==> config.mk <==
export PLATFORM = sky130hd
export DESIGN_NAME = shared_unit_arbiter
export DESIGN_NICKNAME = d
export VERILOG_FILES = /design/src/rtl/shared_unit_arbiter.sv
export SDC_FILE = /design/constraint.sdc
export NUM_CORES = 1
export LEC_CHECK = 0
export ABC_AREA = 1
export CAP_MARGIN = 20
export CORE_AREA = 2 2 194 196
export DETAILED_ROUTE_END_ITERATION = 10
export DIE_AREA = 0 0 196 198
export PLACE_DENSITY = 0.7
export RECOVER_POWER = 50
export SLEW_MARGIN = 15
export SYNTH_ARGS = -nofsm -noshare
export SYNTH_HDL_FRONTEND = slang
export SYNTH_SLANG_ARGS = --single-unit
export TNS_END_PERCENT = 5
==> constraint.sdc <==
create_clock -name Clock -period 2.5 [get_ports Clock]
set_clock_uncertainty 0.1 [all_clocks]
set_input_delay 0.25 -clock Clock [delete_from_list [all_inputs] [get_ports Clock]]
set_output_delay 0.25 -clock Clock [all_outputs]
set_load 0.05 [all_outputs]
==> src/rtl/shared_unit_arbiter.sv <==
// rtl/shared_unit_arbiter.sv - round-robin arbiter sharing one multi-cycle unit among four requesters
// Optional hung-operation watchdog enabled by defining ARB_WATCHDOG_EN.
module shared_unit_arbiter #(
    parameter int SIZE    = 96,
    parameter int TIMEOUT = 255
) (
    input  logic              Clock,
    input  logic              Reset,
    input  logic [3:0]        iRequest,
    input  logic [4*SIZE-1:0] iOperand,
    output logic [3:0]        oGrant,
    output logic              oUnitStart,
    output logic [SIZE-1:0]   oUnitOperand,
    input  logic              iUnitDone,
    output logic [3:0]        oDone,
    output logic              oBusy,
    output logic              oTimeout
);

    typedef enum logic [1:0] {IDLE, START, BUSY, RELEASE} state_t;

    state_t          state;
    state_t          state_next;
    logic [3:0]      ptr;
    logic [3:0]      grant;
    logic [SIZE-1:0] operand;
    logic [1:0]      ptr_idx;
    logic [1:0]      scan_idx;
    logic [1:0]      win_idx;
    logic [3:0]      winner;
    logic            found;
    logic            expire;

    always_comb begin
        case (ptr)
            4'b0010: ptr_idx = 2'd1;
            4'b0100: ptr_idx = 2'd2;
            4'b1000: ptr_idx = 2'd3;
            default: ptr_idx = 2'd0;
        endcase
    end

    // Scan upward from the pointer, wrapping 3->0; first set request wins.
    always_comb begin
        winner   = 4'b0000;
        win_idx  = 2'd0;
        scan_idx = 2'd0;
        found    = 1'b0;
        for (int k = 0; k < 4; k++) begin
            scan_idx = ptr_idx + 2'(k);
            if (!found && iRequest[scan_idx]) begin
                found   = 1'b1;
                win_idx = scan_idx;
                winner  = 4'b0001 << scan_idx;
            end
        end
    end

`ifdef ARB_WATCHDOG_EN
    logic [7:0] wd_count;
    logic [7:0] wd_next;
    logic       timeout_q;

    assign wd_next  = wd_count + 8'd1;
    assign expire   = (wd_next == 8'(TIMEOUT)) && !iUnitDone;
    assign oTimeout = timeout_q;

    // Counter restarts each time BUSY is entered; a done in the expiry cycle wins.
    always_ff @(posedge Clock or negedge Reset) begin
        if (!Reset) begin
            wd_count  <= 8'd0;
            timeout_q <= 1'b0;
        end else begin
            timeout_q <= (state == BUSY) && expire;
            if (state == START) begin
                wd_count <= 8'd0;
            end else if (state == BUSY) begin
                wd_count <= wd_next;
            end
        end
    end
`else
    assign expire   = 1'b0;
    assign oTimeout = 1'b0;
`endif

    always_comb begin
        state_next = state;
        case (state)
            IDLE:    if (found) state_next = START;
            START:   state_next = BUSY;
            BUSY:    if (iUnitDone || expire) state_next = RELEASE;
            RELEASE: state_next = IDLE;
            default: state_next = IDLE;
        endcase
    end

    always_ff @(posedge Clock or negedge Reset) begin
        if (!Reset) begin
            state   <= IDLE;
            ptr     <= 4'b0001;
            grant   <= 4'b0000;
            operand <= '0;
        end else begin
            state <= state_next;
            if (state == IDLE && found) begin
                grant   <= winner;
                operand <= iOperand[win_idx*SIZE +: SIZE];
                ptr     <= {winner[2:0], winner[3]};
            end else if (state == RELEASE) begin
                grant <= 4'b0000;
            end
        end
    end

    assign oGrant       = grant;
    assign oUnitOperand = operand;
    assign oUnitStart   = (state == START);
    assign oDone        = (state == RELEASE) ? grant : 4'b0000;
    assign oBusy        = (state != IDLE);

endmodule
After elaboration in Yosys (flattened, before gate mapping)
Index checks and enable logic that the tools add are counted.
Storage, ports and cells
  register bits after elaboration: 106
  input port bits: 391
Cells by class
  $add $sub $neg: 3
  $mul: 1
  magnitude comparators: 4
  eq/ne operators: 8
  shift-type cells: 5
  muxes and demuxes: 27
  reduce and logical (&&, ||, !) cells: 11
Operators by type and width (count)
  $shiftx A384 B10 Y96: 1
  $mux W4: 7
  $shl A1 B2 Y4 const A: 4
  $lt A2 B3 Y1 const B: 4
  $mux W2: 6
  $bmux W1 S2: 4
  $mux W1: 8
  $pmux W2 S4: 1
  $pmux W2 S3: 1
  $add A2 B2 Y2 const B: 2
  $eq A2 B2 Y1 const B: 2
  $eq A4 B2 Y1 const B: 1
  $eq A4 B3 Y1 const B: 1
  $eq A4 B4 Y1 const B: 1
  $logic_and A1 B1 Y1: 4
  $mul A2 B2 Y4 const B: 1
  $ne A2 B2 Y1 const B: 2
  $reduce_bool A2 Y1: 2
  $logic_not A1 Y1: 3
  $add A2 B1 Y2 const B: 1
  $eq A2 B1 Y1 const B: 1
  $logic_not A2 Y1: 1
  $reduce_and A2 Y1: 1

Depth between registers and ports, before layout
Gate-level depths: netlist of run 1.
  word-level depth: 16
  depth in mapped cells: 19

Worst setup path before layout of run 1
No wires, ideal clock.
  path type: reg2reg
  from: register ptr[3]
  to: register operand[0], in the netlist oUnitOperand[0]
  arrival: 2.459 ns
  required time: 2.334 ns
  setup slack: -0.125 ns
  stages on the path, launching flop included: 18
  period minus slack after synthesis: 2.625 ns
  cells stage by stage: dfrtp_1 -> inv_2 -> nand2_1 -> nand2_1 -> nand3_1 -> ha_1 -> inv_1 -> nand3_1 -> nand2_1 -> nand4_4 -> buf_6 -> o21ai_2 -> buf_6 -> buf_2 -> nand3_1 -> nand2_1 -> nand2_1 -> nand2_1
Between the ends
  longest elaborated chain between the ends: 16
  elaborated cells between the ends (all ways): 32
  classes of those cells: add/sub (3); mul (1); eq/ne (3); shift (1); mux (17); reduce/logical (7)
Ends and longest elaborated chain
  from (decl): RTL line 24  | logic [3:0] ptr;
  from (signal assigned): RTL line 109  | ptr <= {winner[2:0], winner[3]};
  $eq A4 B4 Y1 (tied with other cells): RTL line 35  | case (ptr)
  $pmux W2 S3 *: RTL line 35
  parallel branches: the longest is 14 deep, another holds $mul A2 B2 Y4
  to (signal assigned): RTL line 108  | operand <= iOperand[win_idx*SIZE +: SIZE];
  to (decl): RTL line 26  | logic [SIZE-1:0] operand;
Every way passes the cells marked *. The select of a mux whose other input is x is not followed.
A chain may end at the register's enable or synchronous reset.

Worst setup path in the final report of run 1
  from: register ptr[2]
  to: register operand[17], in the netlist oUnitOperand[17]
The elaborated chain is that of the path after synthesis.

==> out/results.ini, run 1 <==
[synth]
synth-seq-area-share_pct = 28.0
ys_warn_count = 0
synthesis.nets = 2094
yosys.area_share.simple_pct = 47.2
ys_types = 30
synth_compound_area_share_pct = 1.41
synth_top_area_share_pct = 27.8
synth_cells = 1691
yosys.area.top_type = dfrtp_1
synth-seq-cells = 106
muxShareOfSynthArea_pct = 0
synth_fa_ha_area_share_pct = 1.59
synth_area_mm2 = 0.00947
syn_area_per_cell_um2 = 5.60
synth_xor_area_share_pct = 0
synth_area_leaders = dfrtp_1 28%, nand2_1 25%, nand3_1 21%
synth_top_family_by_area = simple AND/OR/NAND/NOR gates

[floorplan]
die_w_um = 196
core_mm2 = 0.0370
die-area_mm2 = 0.0388
ioPinCount = 498
die_h_um = 198
start_util_pct = 25.6
num_rows = 71

[routing]
drt_pass1_iterations = 6
drt_iter0_markers = 558
drc = 0
vias = 12400
antenna_left = 0
wirelength_um = 41900
viasPerCell = 4.61
wl_per_cell_um = 15.6

[placed_design]
place_area_mm2 = 0.0155
numPortBuffers = 496
dp_hpwl_um = 29800
place_congestion = 0.959
place_ws_ps = -220

[grt]
grt_pass1_wl_um = 61500
grt_use_total_pct = 20.0
overflow = 0
grt_pass1_vias = 11700
grt_max_degree = 57
antenna_found_initial = 0

[clocking]
cts-root-buf = clkbuf_16
numCtsBuffers = 9
cts_tree = done
clock_latency_ps = 360
clock_sinks = 106
ctsHtreeMaxLevel = 3
clockBufferDepth = 2
path_clk_slew_ps = 70

[sta]
worst_pin_slew_ps = 992
maxSlewViolCount = 0
slew_headroom_pct = 33.9
fmax_mhz = 379
hold_viol = 0
finalCritPeriodShare_pct = 105
rsz0062_at_grt = true
fin_setup_tns_ps = -8020
setup_ws_ps = -136
setup-violations-final = 96
min_period_ps = 2640

[critical_path]
critPathKind = reg2reg
r2r_end = oUnitOperand[17]
crit_path_end_kind = flop
worstPathArrival_ps = 2780
crit_fanout = 8
r2r-start = ptr[2]
startpoint_type = flop
r2r_cells = 18
rrSetupSlack_ps = -140
required_ps = 2650

[worst_hold_path]
min_to = oUnitOperand[32]
holdPathStages = 2
hp-class = reg2reg
hold_start = oUnitOperand[32]

[finish]
diodes = 0
syn_to_final_growth_pct = 79.3
fin_area_mm2 = 0.0170
n_fill_cell = 3678
finalNetCount = 2614
drive_above_1_share_pct = 9.39

[flow_run]
max_cap_violations = 0

[run_status]
violations = negative setup slack
status = finished with violations

-- routing by layer --
metal	share of wire, %	vias up	track usage (%)	wire, µm
met4	2.6	0	6.26	1110
met1	41	5665	24.4	17100
met2	48	582	35.1	20300
li1	-	6071	-	-
met3	8.2	70	4.14	3440
met5	0	-	0	0
-- layout make-up --
type	count	area, µm²	area share (%)
multi-input combinational	1070	5080	30.0
clock inverter	4	98.8	0.582
clock buffer	11	243	1.43
tap	474	593	3.49
sequential	106	2660	15.7
timing repair buffer	615	6740	39.7
inverter	409	1550	9.13
-- worst max-delay path by stage --
stage | startpoint | to
finish | ptr[2] | oUnitOperand[17]
CTS | ptr[3] | oUnitOperand[87]
detailed placement | ptr[3] | oUnitOperand[61]
global route | ptr[2] | oUnitOperand[12]
floorplan | ptr[3] | oUnitOperand[0]
global placement | ptr[3] | oUnitOperand[61]
-- synthesized netlist by cell type, drive strengths merged --
cell type and instances:
nand3 398, nand2 624, ha 12, dfrtp 105, inv 409, clkbuf 24, buf 82, dfstp 1
o221ai 3, nor2 7, conb 1, o211ai 1, o22ai 1, nand4 8, a21oi 4, o21ai 11
-- cell families (layout without fill, tap and decap cells) --
logic type | Yosys count | after routing
adder cells (fa/ha/maj) | 12 | 12
AO/OA/AOI/OAI | 20 | 20
flip-flops | 106 | 106
other | 1 | 1
AND/OR/NAND/NOR | 1037 | 1037
buffers and inverters | 515 | 1039
-- state kept, by name (all words and copies together) (netlist names) --
name / flops
state: 2
ptr: 4
oGrant: 4
oUnitOperand: 96
-- layout by cell type, fill, tap and decap left out, types with 7 or more instances in the layout --
master and instances:
buf_4 52, nand4_1 7, dfrtp_1 102, buf_16 14, clkbuf_16 16, nand2_4 10
ha_1 11, buf_12 29, nand3_1 367, o21ai_0 10, nand3_2 29, nand2_1 600
inv_1 402, nand2_2 12, clkdlybuf4s50_1 495, buf_6 9
-- stage by stage --
step | hold WS (ps) | utilization [%] | std cells
2_1_floorplan | -146 | - | 1691
3_3_place_gp | 36.0 | 42.0 | 2638
3_5_place_dp | 40.9 | 42.0 | 2638
4_1_cts | 218 | 44.9 | 2680
5_1_grt | 404 | 45.9 | 2689
6_report | 379 | 45.9 | 2689
-- repair_timing --
action                                  in CTS  in global routing
pin swaps                                   16                 11
endpoints found under the setup margin     103                106
gates resized for setup                     56                 51
hold endpoints to repair                    26                  0
buffers inserted                            17                  3
hold buffers                                 1                  0
cloned                                      10                  7
-- worst max-delay path, stage by stage (launching register included) --
cell	delay, ps
dfrtp_2	460
inv_2	70
nand2_2	50
nand2_2	80
nand3_2	80
ha_4	320
nand2_2	90
nand2_8	110
nand4_4	150
buf_12	170
nor2_4	90
a21oi_4	40
buf_12	140
buf_16	150
buf_4	150
nand3_1	90
nand2_1	70
nand2_1	50
nand2_1	50
Power of run 1 is not shown: default switching activity piles up to over one toggle a cycle in this logic, so the estimate is an artifact.
==> run 2, diff against run 1 <==
- CTS_CLUSTER_SIZE: default -> 40
- REMOVE_ABC_BUFFERS: default -> 1
==> run 2 against run 1 <==
Net effect:
- the run ends with max-capacitance violations, max-slew violations, negative setup slack left
- die area stayed put
- cell count grew 0.15%
- via count is 1.2% higher
- critical endpoint is now oUnitOperand[48]
- highest routed layer unchanged
==> out/results.ini, run 2 (synthesis results as in run 1) <==
[critical_path]
critPathKind = reg2reg  ; unchanged
r2r-start = ptr[3]  ; was ptr[2]
crit_start = ptr[3]  ; was ptr[2]
crit_fanout = 22  ; was 8
required_ps = 2650  ; about the same
startpoint_type = flop  ; unchanged
worstPathArrival_ps = 2850  ; was 2780 ps
crit_path_end_kind = flop  ; unchanged

[worst_hold_path]
hold_start = oUnitOperand[46]  ; was oUnitOperand[32]
hp-class = reg2reg  ; unchanged

[floorplan]
core_mm2 = 0.0370  ; unchanged
die-area_mm2 = 0.0388  ; unchanged
start_util_pct = 25.6  ; unchanged
die_w_um = 196  ; unchanged
ioPinCount = 498  ; unchanged
num_rows = 71  ; unchanged
die_h_um = 198  ; unchanged

[sta]
slew_headroom_pct = -17.7  ; was 33.9%
setup_ws_ps = -196  ; was -136 ps
setup-violations-final = 96  ; unchanged
worst_pin_slew_ps = 1770  ; was 992 ps
hold_viol = 0  ; unchanged
rsz0062_at_grt = true  ; unchanged
min_period_ps = 2700  ; was 2640 ps
finalCritPeriodShare_pct = 108  ; was 105%
maxSlewViolCount = 32  ; was 0
fmax_mhz = 371  ; was 379 MHz
whs_ps = 378  ; was 379 ps

[finish]
largest_reg_flops = 96  ; unchanged
n_fill_cell = 3669  ; was 3678
final_common_cell = nand2_1  ; unchanged
ff_latch_area_mm2 = 0.00266  ; about the same
multi_input_area_mm2 = 0.00504  ; was 0.00508 mm²
drive_above_1_share_pct = 9.28  ; was 9.39%
syn_to_final_growth_pct = 77.8  ; was 79.3%
diodes = 0  ; unchanged
finalNetCount = 2617  ; was 2614
final_cell_mix = 600 x nand2_1, 491 x clkdlybuf4s50_1, 402 x inv_1  ; was 600 x nand2_1, 495 x clkdlybuf4s50_1, 402 x inv_1

[run_status]
status = finished with violations  ; unchanged
violations = max-capacitance violations, max-slew violations, negative setup slack  ; was negative setup slack

[flow_run]
max_cap_violations = 1  ; was 0

[routing]
vias = 12500  ; was 12400
antenna_left = 0  ; unchanged
drt_pass1_iterations = 7  ; was 6
drt_iter0_markers = 702  ; was 558
wl_per_cell_um = 15.9  ; was 15.6 µm
viasPerCell = 4.66  ; was 4.61
drc = 0  ; unchanged
wirelength_um = 42800  ; was 41900 µm

[grt]
grt_use_total_pct = 19.3  ; was 20.0%
grt_pass1_vias = 11700  ; about the same
grt_max_degree = 91  ; was 57
antenna_found_initial = 0  ; unchanged
overflow = 0  ; unchanged
grt_pass1_wl_um = 60000  ; was 61500 µm

[clocking]
clock_latency_ps = 360  ; about the same
cts-root-buf = clkbuf_16  ; unchanged
clock_sinks = 106  ; unchanged
numCtsBuffers = 9  ; unchanged
clockBufferDepth = 2  ; unchanged
ctsHtreeMaxLevel = 3  ; unchanged
path_clk_slew_ps = 80  ; was 70 ps
cts_tree = done  ; unchanged

[placed_design]
numPortBuffers = 496  ; unchanged
place_congestion = 0.974  ; was 0.959
dp_hpwl_um = 28100  ; was 29800 µm

==> run 2: cell types whose count changed in the layout (fill, tap and decap cells not counted), sizes merged <==
cell / change
buf: +4
clkinv: +2
bufbuf: -2
dlygate4sd3: +4
clkdlybuf4s50: -4
inv: +2
bufinv: -2
==> run 2: timing repair <==
action | in CTS | in global routing
endpoints found under the hold margin | 29 | 0
setup endpoints to repair | 106 | 105
pin swaps | 19 | 18
cloned | 11 | 14
hold buffers | 1 | 0
setup buffers | 15 | 8
gates resized for setup | 59 | 43
==> run 2: final timing paths <==
path	cells past startpoint	end	slack [ps]
max in group asynchronous	3	oUnitOperand[14]	100
worst min-delay path	2	oUnitOperand[46]	380
worst max register to register	18	oUnitOperand[48]	-200
min in group asynchronous	2	oUnitOperand[60]	820
worst max-delay path	18	oUnitOperand[48]	-200
worst min register to register	2	oUnitOperand[46]	380
==> run 2: final cells by class <==
| type | count | share of cell area, % |
|---|---|---|
| repair buffers | 618 | 39.7 |
| multi-input cells | 1070 | 30.0 |
| flip-flops and latches | 106 | 15.8 |
| inverters | 409 | 9.23 |
| well taps | 474 | 3.52 |
| clock buffers | 10 | 1.42 |
| clock inverters | 6 | 0.416 |
==> run 2: stage by stage <==
stage	setup slack, ps	utilization (%)	std cells	cell area (µm²)	setup TNS, ps
floorplan	-7600	-	1585	8950	-742330
finish	-196	45.5	2693	16800	-13210
CTS	-145	44.2	2672	16300	-8680
global placement	-220	41.4	2629	15300	-13190
detailed placement	-239	41.4	2629	15300	-19780
global route	-319	45.5	2693	16800	-39090
==> run 2: worst max-delay path, cell delays in order, from the launching register on <==
cell and delay, ps:
dfrtp_2 420, inv_2 60, buf_6 110, nand2_4 60
buf_4 130, nand4_1 150, buf_4 180, nand3_2 100
nand2_4 60, nand4_4 150, nand3_4 190, nand2_8 190
buf_12 170, buf_12 180, nand2_1 70, nand3_1 80
nand2_1 60, nand2_1 60, nand2_1 40
==> run 2: per-layer routing <==
metal	up-vias	track usage (%)	routed length, µm
met5	-	0	0
met4	0	7.77	1770
met3	107	4.00	3500
met2	603	34.4	20800
met1	5752	22.6	16700
li1	6078	-	-
Power of run 2 is left out for the same reason.
